<file path="src/rtl/ro_test_pkg.sv">
// rtl/ro_test_pkg.sv - shared state encoding and widths for the RO measurement sequencer
package ro_test_pkg;

  localparam int RO_SEL_WIDTH = 2;
  localparam int TIMER_WIDTH  = 24;

  typedef enum logic [2:0] {
    S_IDLE,
    S_CLEAR,
    S_COUNT,
    S_SETTLE,
    S_LATCH,
    S_SEND,
    S_DONE
  } ro_state_t;

endpackage

</file>
<file path="src/rtl/ro_window_timer.sv">
// rtl/ro_window_timer.sv - loadable down-counter; expire marks the last enabled cycle of a window
module ro_window_timer
  import ro_test_pkg::*;
(
  input  logic                   data_clk,
  input  logic                   reset,
  input  logic                   load,
  input  logic [TIMER_WIDTH-1:0] load_value,
  input  logic                   enable,
  output logic                   expire
);

  logic [TIMER_WIDTH-1:0] remaining;

  always_ff @(posedge data_clk) begin
    if (!reset) begin
      remaining <= '0;
    end else if (load) begin
      remaining <= load_value;
    end else if (enable && (remaining != '0)) begin
      remaining <= remaining - TIMER_WIDTH'(1);
    end
  end

  assign expire = enable && (remaining == TIMER_WIDTH'(1));

endmodule

</file>
<file path="src/rtl/ro_measure_sequencer.sv">
// rtl/ro_measure_sequencer.sv - sweeps the RO select, gating/settling/latching counts and launching one frame per setting
module ro_measure_sequencer
  import ro_test_pkg::*;
#(
  parameter int GATE_CYCLES   = 1000000,
  parameter int SETTLE_CYCLES = 4,
  parameter int NUM_SEL       = 4
) (
  input  logic                    data_clk,
  input  logic                    reset,
  input  logic                    start,
  input  logic                    abort,
  input  logic                    tx_done,
  output logic [RO_SEL_WIDTH-1:0] C,
  output logic                    cnt_clear,
  output logic                    cnt_enable,
  output logic                    latch_en,
  output logic                    tx_start,
  output logic                    busy,
  output logic                    done,
  output logic [15:0]             sweep_count
);

  localparam logic [TIMER_WIDTH-1:0]  GATE_LOAD   = TIMER_WIDTH'(GATE_CYCLES);
  localparam logic [TIMER_WIDTH-1:0]  SETTLE_LOAD = TIMER_WIDTH'(SETTLE_CYCLES);
  localparam logic [RO_SEL_WIDTH-1:0] LAST_SEL    = RO_SEL_WIDTH'(NUM_SEL - 1);

  ro_state_t              state, next_state;
  logic                   timer_load, timer_en, timer_expire;
  logic [TIMER_WIDTH-1:0] timer_value;
  logic [15:0]            sweep_q;

  ro_window_timer u_timer (
    .data_clk   (data_clk),
    .reset      (reset),
    .load       (timer_load),
    .load_value (timer_value),
    .enable     (timer_en),
    .expire     (timer_expire)
  );

  always_comb begin
    next_state  = state;
    timer_load  = 1'b0;
    timer_en    = 1'b0;
    timer_value = GATE_LOAD;
    case (state)
      S_IDLE:   if (start) next_state = S_CLEAR;
      S_CLEAR: begin
        next_state = S_COUNT;
        timer_load = 1'b1;
      end
      S_COUNT: begin
        timer_en = 1'b1;
        if (timer_expire) begin
          next_state  = S_SETTLE;
          timer_load  = 1'b1;
          timer_value = SETTLE_LOAD;
        end
      end
      S_SETTLE: begin
        timer_en = 1'b1;
        if (timer_expire) next_state = S_LATCH;
      end
      S_LATCH:  next_state = S_SEND;
      S_SEND:   if (tx_done) next_state = (C == LAST_SEL) ? S_DONE : S_CLEAR;
      S_DONE:   next_state = S_IDLE;
      default:  next_state = S_IDLE;
    endcase
    if (abort && (state != S_IDLE)) next_state = S_IDLE;
  end

  // Every output is registered from next_state so it lines up with the state it describes.
  always_ff @(posedge data_clk) begin
    if (!reset) begin
      state      <= S_IDLE;
      C          <= '0;
      cnt_clear  <= 1'b0;
      cnt_enable <= 1'b0;
      latch_en   <= 1'b0;
      tx_start   <= 1'b0;
      busy       <= 1'b0;
      done       <= 1'b0;
      sweep_q    <= '0;
    end else begin
      state      <= next_state;
      cnt_clear  <= (next_state == S_CLEAR);
      cnt_enable <= (next_state == S_COUNT);
      latch_en   <= (next_state == S_LATCH);
      tx_start   <= (next_state == S_SEND) && (state != S_SEND);
      busy       <= (next_state != S_IDLE);
      done       <= (next_state == S_DONE);
      if ((next_state == S_IDLE) || (next_state == S_DONE)) begin
        C <= '0;
      end else if ((state == S_SEND) && (next_state == S_CLEAR)) begin
        C <= C + RO_SEL_WIDTH'(1);
      end
      if ((next_state == S_DONE) && (sweep_q != 16'hFFFF)) begin
        sweep_q <= sweep_q + 16'd1;
      end
    end
  end

  assign sweep_count = sweep_q;

endmodule

</file>
<file path="config.mk">
export PLATFORM = sky130hd
export DESIGN_NAME = ro_measure_sequencer
export DESIGN_NICKNAME = d
export VERILOG_FILES = /design/src/rtl/ro_test_pkg.sv /design/src/rtl/ro_window_timer.sv /design/src/rtl/ro_measure_sequencer.sv
export SDC_FILE = /design/constraint.sdc
export NUM_CORES = 1
export LEC_CHECK = 0
export CORE_AREA = 8 8 91 93
export CTS_CLUSTER_DIAMETER = 200
export DETAILED_ROUTE_END_ITERATION = 6
export DIE_AREA = 0 0 99 101
export DONT_BUFFER_PORTS = 1
export PLACE_DENSITY_LB_ADDON = 0.05
export RECOVER_POWER = 100
export SYNTH_ARGS = -nofsm -noshare
export SYNTH_HDL_FRONTEND = slang
export SYNTH_SLANG_ARGS = --single-unit
export TNS_END_PERCENT = 10
</file>
<file path="constraint.sdc">
create_clock -name data_clk -period 2.3 [get_ports data_clk]
set_input_delay 0.345 -clock data_clk [delete_from_list [all_inputs] [get_ports data_clk]]
set_output_delay 0.345 -clock data_clk [all_outputs]
set_load 0.01 [all_outputs]
</file>
Yosys cells after proc, flatten, opt, wreduce, memory -nomap -nowiden
Cells that the tools add are included.

Output and inout bits: 24. Register bits: 51. Logic and storage cells: 57.

Add/sub/neg operators: 3. Bitwise gates (word level): 1. Mux-type cells: 14. Equal/unequal tests: 14. Reductions and logical operators: 15.

Operator list (count): 2-to-1 mux 24 bit (2); 2-to-1 mux 20 bit (2); equality test 24 x 1 -> 1 bit (second input constant) (1); nonzero test 24 bit (1); subtractor 24 x 1 -> 24 bit (second input constant) (1); 2-to-1 mux 3 bit (6); case mux 3 bit (6 select lines) (1); adder 16 x 1 -> 16 bit (second input constant) (1); != test 16 bit (second input constant) (1); equality test 3 bit (second input constant) (5); equality test 3 x 2 -> 1 bit (second input constant) (3); equality test 3 x 1 -> 1 bit (second input constant) (2); logical AND 1 bit (6); zero test 3 bit (2); nonzero test 3 bit (2); OR reduction 2 bit (2); != test 3 bit (second input constant) (1); adder 2 x 1 -> 2 bit (second input constant) (1); equality test 2 bit (second input constant) (1); 2-to-1 mux 1 bit (2); case mux 1 bit (2 select lines) (1); nonzero test 2 bit (1); logical OR 1 bit (1); NOT 1 bit (1).

Longest topological paths before layout
Gate-level depths: netlist (run 1).

Depth after elaboration: 10. Mapped depth: 8. Depth with buffers taken out: 7.

Cells and area by module
Synthesis (run 1) repeated with hierarchy kept, for this count alone.

Cells, all modules: 341. Area total of the unflattened synthesis: 2966.6 um^2.

Modules (own cells, without submodules): ro_window_timer (cells an instance 175, area each 1519.0 um^2, times used 1); ro_measure_sequencer (cells an instance 166, area each 1447.6 um^2, times used 1).

Worst setup path before layout (run 1)
No wires, ideal clock.

Kind: reg-to-reg. Start: register u_timer.remaining[2]. End: register u_timer.remaining[23]. Arrival time: 2.252 ns. Stages on the path, launching flop included: 8. Setup slack: -0.022 ns. Path buffers: 2. Required time: 2.230 ns. Clock period less this slack: 2.322 ns. Library setup time: 0.070 ns. Cells stage by stage: dfxtp_1 or4_1 buf_2 or2_1 or3_1 clkbuf_1 or4_1 a21oi_1.

Longest elaborated chain between the ends: 5. Elaborated cells between the ends (all ways): 10.

RTL lines: start: declaration (RTL line ro_window_timer.sv:13) `logic [TIMER_WIDTH-1:0] remaining;`; start signal: assignment (RTL line ro_window_timer.sv:19) `remaining <= load_value;`; start signal: assignment (RTL line ro_window_timer.sv:21) `remaining <= remaining - TIMER_WIDTH'(1);`; branches (longest 5 deep; another with subtractor 24 x 1 -> 24 bit).

Parallel ways; which one is timed is not known. The select of a mux whose other input is x is not followed. A chain may end at the register's enable or synchronous reset.

Worst setup path in the final report (run 1)
Start: register u_timer.remaining[2]. End: register u_timer.remaining[19].

Longest elaborated chain between the ends: 5. Elaborated cells between the ends (all ways): 12.

RTL lines: branches (longest 5 deep; another with subtractor 24 x 1 -> 24 bit).

Parallel ways; which one is timed is not known. The select of a mux whose other input is x is not followed.

==> flow_summary.toml, run 1 <==
[placed_design]
detailed_place.area_um2 = 2970
finalWeightedCongestion = 0.772
dp_hpwl_um = 5450
place.port_buffers = 0
detailedPlace.worstSlack_ps = 75.7

[timing]
setup_viol_count_final = 0
timing_worst_slew_pin_value_ps = 507
maxClockFrequency_ghz = 0.455
min_period_over_period_pct = 95.6
final-max-slew-violation-count = 0
setup_tns_ps = 0
hold-worst-slack_ps = 95.8
grt_setup_unrepaired = "no"
report.final.hold_viol_count = 0
final.setup.worst_slack_ps = 102
min_period_ps = 2200
finClkSkew_ps = 10.1
relSlewSlack_pct = 66.1

[detailed_routing]
post_drt_via_cell_ratio = 5.72
drt_wl_total_um = 7250
drt-pass1-iter-count = 4
dr.first_iter.drc_count = 108
drc = 0
routed_via_count = 2501
routed_wire_length_per_instance_um = 16.6
detail-route-antenna-nets = 0

[final_layout]
final_nets = 364
layout_common_cells = "51 x dfxtp_1, 37 x nor2_1, 30 x buf_4"
seqCellArea_um2 = 1020
final_layout_size_suffix_gt1_share_pct = 14.4
flow.area_growth_from_synthesis_pct = 15.2
multi_input_area_um2 = 1570
fillers = 704
antenna_cells_inserted = 0
most_common_cell_after_layout_fill_and_taps_aside = "dfxtp_1"
fin_area_um2 = 3070

[logic_synthesis]
synth-async-reset-ratio_pct = 0
netlist_top_cells_area = "dfxtp_1 38%, nor2_1 5.2%, xnor2_1 4.6%"
mappedNetlistNets = 337
synth_mux_area_share_pct = 1.17
synth_top_area_share_pct = 38.3
xor_xnor_portion_of_the_synthesized_cell_area_pct = 5.59
synth_simple_gate_area_share_pct = 35.5
synth_compound_gate_area_share_pct = 13.8
synth_seq_area_share_pct = 38.3
synthesis.area_per_instance_um2 = 8.15
post_synth_fa_ha_maj_area_fraction_pct = 2.35
synth_enable_flop_cells = 0
leading_area_contributor_after_synthesis = "dfxtp_1"
post_synthesis_instance_total = 327
combined_area_of_all_synthesized_cells_um2 = 2660
largest_family_of_logic_cells_by_synthesized_area = "simple AND/OR/NAND/NOR gates"
post_synth_num_cell_types = 46
yosys_warnings = 0
synth_flop_cell = "dfxtp_1"
flip_flop_and_latch_count_after_synthesis = 51

[global_routing]
grt_max_degree = 19
wire_length_of_the_first_global_routing_pass_um = 11900
grt_antenna_before_repair = 0
grtUsageTotal_pct = 14.7
global_route.overflow_total = 0
first_global_vias = 2392

[clocking]
cts_root_buf = "clkbuf_8"
htree_levels = 2
numClockSinks = 51
worstSkewPairLatency_ps = 320
cts_buf_count = 5
clkTransAtPathRegs_ps = 110
cts_tree = "done"
cts_max_path_buffers = 2
cts.hold.buffers_added = 0

[floorplan]
design.portCount = 29
initial_core_util_pct = 38.4
fp.coreArea_um2 = 6940
fp.dieArea_um2 = 10000
dieHeight_um = 101
die_w_um = 99
std_cell_rows = 31

[power_and_ir_drop]
ir_worst_vdd_mv = 0.218
switching_share_pct = 37.3
p_leak_nw = 1.08
sequentialPowerShare_pct = 39.8
power.combinational.fraction_pct = 38.2
cell_internal_pwr_mw = 1.61
report.power.total_mw = 2.57
power.switching_mw = 0.961
power.share.clock_pct = 21.9
powerDensity_nw_per_um2 = 839

[worst_setup_path]
critical_path_class = "register to register"
crit_arrival_ps = 2380
cp-start-kind = "register"
critPathRequiredTime_ps = 2480
cp_max_fo = 8
end_kind = "register"

[hold_path]
hold_path.class = "primary input to register"

[run_status]
result_of_the_run = "finished clean"

[job]
cap_viol_max_count = 0
[power groups by stage]
stage	sequential [mW]	combinational (mW)	clock (mW)
4_1_cts	1.02	0.975	0.579
5_1_grt	1.04	1.08	0.626
6_report	1.03	0.984	0.565
3_5_place_dp	1.04	0.971	0
3_3_place_gp	1.04	0.975	0
2_1_floorplan	1.03	0.578	0
[critical path, stage by stage (launching register included)]
cell	delay, ps
dfxtp_1	330
or4_4	530
or2_4	270
or3_1	380
buf_4	150
o21ai_1	160
buf_4	190
a31oi_1	50
[cells in the mapped netlist (2+ instances only)]
| master | number |
|---|---|
| o211ai_1 | 2 |
| o21ai_1 | 2 |
| nor3_1 | 22 |
| o31ai_1 | 8 |
| nor3b_1 | 7 |
| nor4_1 | 11 |
| or4_1 | 12 |
| nand3_1 | 12 |
| a21oi_1 | 18 |
| xnor2_1 | 14 |
| and2_1 | 3 |
| nand4_1 | 7 |
| and3_1 | 8 |
| dfxtp_1 | 51 |
| ha_1 | 5 |
| mux2i_1 | 2 |
| o21ai_0 | 8 |
| xor2_1 | 3 |
| nor2_1 | 37 |
| a311oi_1 | 5 |
| or3_1 | 9 |
| nand2_1 | 25 |
| a31oi_1 | 3 |
| nor4b_1 | 6 |
| buf_2 | 4 |
| o41ai_1 | 4 |
| clkbuf_1 | 10 |
| inv_1 | 7 |
| and4_1 | 2 |
| or4b_2 | 2 |
| nand2b_1 | 3 |
[sequential cells by signal (all words and copies together) (netlist names)]
signal / count
u_timer.remaining: 24
sweep_count: 16
state: 3
C: 2
busy: 1
cnt_clear: 1
cnt_enable: 1
done: 1
latch_en: 1
tx_start: 1
[routing by layer]
layer / up-vias / GRT usage [%] / share of wire [%]
met2: 50 / 24.3 / 46
met5: - / 0 / 0
met4: 0 / 4.84 / 1.3
li1: 1277 / - / -
met3: 6 / 4.07 / 5.5
met1: 1168 / 17.9 / 47
[worst paths after layout]
path / slack, ps / end / start / cells past startpoint
worst max register to register: 100 / u_timer.remaining[19] / u_timer.remaining[2] / 7
worst min register to register: 500 / u_timer.remaining[20] / u_timer.remaining[20] / 2
worst min-delay path: 100 / latch_en / abort / 1
worst max-delay path: 100 / u_timer.remaining[19] / u_timer.remaining[2] / 7
[final cells by class]
class	instances	share of cell area, %
Clock buffer	5	2.24
Clock inverter	3	0.734
Inverter	8	0.979
Multi-Input combinational cell	254	51.3
Sequential cell	51	33.3
Tap cell	82	3.34
Timing Repair Buffer	34	8.16
[logic make-up after synthesis]
logic type                 after synthesis
xor gates and xnor gates                17
buffers and inverters                   22
muxes                                    3
DFF                                     51
adders and majority gates                5
AOI/OAI and AO/OA                       56
and+or+nand+nor                        173
[what timing repair did]
action,CTS,global route
buffers inserted,0,0
setup endpoints to repair,0,16
gates resized for setup,0,3
[metrics by stage]
| step | util [%] | cells |
|---|---|---|
| after floorplan | - | 327 |
| after global placement | 42.8 | 429 |
| after detailed placement | 42.8 | 429 |
| after CTS | 44.1 | 437 |
| after global routing | 44.2 | 437 |
| final | 44.2 | 437 |
Note: power is estimated with default switching activity, not from simulation.
==> run 2: changes to the inputs <==
--- a/config.mk
+++ b/config.mk
@@ -6,10 +6,10 @@
 export NUM_CORES = 1
 export LEC_CHECK = 0
 export CORE_AREA = 8 8 91 93
+export CTS_BUF_LIST = sky130_fd_sc_hd__clkbuf_8
 export CTS_CLUSTER_DIAMETER = 200
 export DETAILED_ROUTE_END_ITERATION = 6
 export DIE_AREA = 0 0 99 101
-export DONT_BUFFER_PORTS = 1
 export PLACE_DENSITY_LB_ADDON = 0.05
 export RECOVER_POWER = 100
 export SYNTH_ARGS = -nofsm -noshare
==> flow_summary.toml, run 2 (synthesis gave the netlist of run 1 again) <==
[placed_design]
numPlacedInstances = 457
finalWeightedCongestion = 0.801
detailedPlace.worstSlack_ps = 33.4
detailed_place.area_um2 = 3250
place.port_buffers = 28
dp_hpwl_um = 5260

[timing]
relSlewSlack_pct = 65.7
setup_tns_ps = 0
min_period_ps = 2240
finClkSkew_ps = 6.51
final-max-slew-violation-count = 0
maxClockFrequency_ghz = 0.447
min_period_over_period_pct = 97.2
report.final.hold_viol_count = 0
timing_worst_slew_pin_value_ps = 513
grt_setup_unrepaired = "yes"
final.setup.worst_slack_ps = 64.6
setup_viol_count_final = 0

[final_layout]
largest_reg_flops = 24
fin_area_um2 = 3380
antenna_cells_inserted = 0
final_nets = 392
register_bank_with_the_most_flops = "u_timer.remaining"
flow.area_growth_from_synthesis_pct = 26.8
most_common_cell_after_layout_fill_and_taps_aside = "dfxtp_1"
layoutNonFillerInstCount = 465
layout_common_cells = "50 x dfxtp_1, 36 x nor2_1, 32 x buf_4"
final_layout_size_suffix_gt1_share_pct = 13.3

[detailed_routing]
routed_wire_length_per_instance_um = 15.2
post_drt_via_cell_ratio = 5.62
drt-pass1-iter-count = 4
drt_wl_total_um = 7090
routed_via_count = 2614
drc = 0
dr.first_iter.drc_count = 106
detail-route-antenna-nets = 0

[floorplan]
design.portCount = 29
fp.coreArea_um2 = 6940
fp.dieArea_um2 = 10000
std_cell_rows = 31
die_w_um = 99
initial_core_util_pct = 38.4
dieHeight_um = 101

[worst_setup_path]
end_kind = "register"
critPathLaunch = "u_timer.remaining[15]"
rrSetupSlack_ps = 60
cp-start-kind = "register"
cp_max_fo = 11
critPathRequiredTime_ps = 2560
critical_path_class = "register to register"
critical_path.reg2reg.endpoint = "cnt_enable"
regToRegStartpoint = "u_timer.remaining[15]"
rr_worst_depth = 6
crit_arrival_ps = 2490

[clocking]
clkTransAtPathRegs_ps = 100
cts_root_buf = "clkbuf_8"
cts_max_path_buffers = 2
cts_tree = "done"
cts.hold.buffers_added = 0
numClockSinks = 51
htree_levels = 2
worstSkewPairLatency_ps = 310
cts_buf_count = 5

[job]
cap_viol_max_count = 0

[power_and_ir_drop]
power.share.clock_pct = 24.7
power.switching_mw = 0.932
ir_worst_vdd_mv = 0.276
cell_internal_pwr_mw = 1.75
powerDensity_nw_per_um2 = 794
power.combinational.fraction_pct = 37.3
p_leak_nw = 1.28
switching_share_pct = 34.7
sequentialPowerShare_pct = 38.0

[run_status]
result_of_the_run = "finished clean"

[global_routing]
grtUsageTotal_pct = 14.3
first_global_vias = 2430
wire_length_of_the_first_global_routing_pass_um = 11800
global_route.overflow_total = 0
grt_max_degree = 19
grt_antenna_before_repair = 0

[hold_path]
timing.hold.worst_path_depth = 2
hold_start = "C[1]"
hold_path.class = "register to register"
hold_end = "C[1]"
-- run 2: layout make-up --
type | instances | area (µm²)
Tap cell | 82 | 103
Clock buffer | 6 | 82.6
Clock inverter | 2 | 35.0
Multi-Input combinational cell | 254 | 1580
Timing Repair Buffer | 62 | 528
Fill cell | 695 | 3560
Inverter | 8 | 30.0
Sequential cell | 51 | 1020
-- run 2: critical path: stages (launching register included) --
cell	delay, ps
dfxtp_1	370
nor4_1	450
nand4_1	240
buf_4	240
or4_1	500
mux2i_1	210
and3_1	170
-- run 2: how the worst max path moves through the flow --
stage,to,slack [ps],cells past startpoint
5_1_grt,cnt_enable,-40,6
3_5_place_dp,latch_en,30,5
3_3_place_gp,u_timer.remaining[23],100,5
2_1_floorplan,u_timer.remaining[23],10,7
4_1_cts,latch_en,20,5
6_report,cnt_enable,60,6
-- run 2: per-layer routing --
metal  track usage [%]  wire length, µm  vias to the layer above
li1                  -                -                     1333
met1              17.9             3500                     1215
met2              23.2             3200                       53
met3              3.59              281                       13
met4              5.31              103                        0
met5                 0                0                        -
-- run 2: power by group through the flow --
stage | sequential (mW) | clock (mW) | combinational (mW)
2_1_floorplan | 1.03 | 0 | 0.578
3_5_place_dp | 1.04 | 0 | 0.965
4_1_cts | 1.02 | 0.692 | 0.970
6_report | 1.02 | 0.664 | 1.00
3_3_place_gp | 1.04 | 0 | 0.966
5_1_grt | 1.03 | 0.719 | 1.10
-- run 2: repair_timing --
action,4_1_cts,5_1_grt
setup buffers,0,0
endpoints found under the setup margin,0,11
resized for setup,0,5
-- run 2: metrics by stage --
step                      utilization [%]  power (mW)  hold slack, ps
final                                48.7        2.68             475
after floorplan                         -        1.60             421
after global routing                 48.7        2.85             512
after global placement               46.8        2.00             467
after detailed placement             46.8        2.00             468
after CTS                            48.5        2.68             484
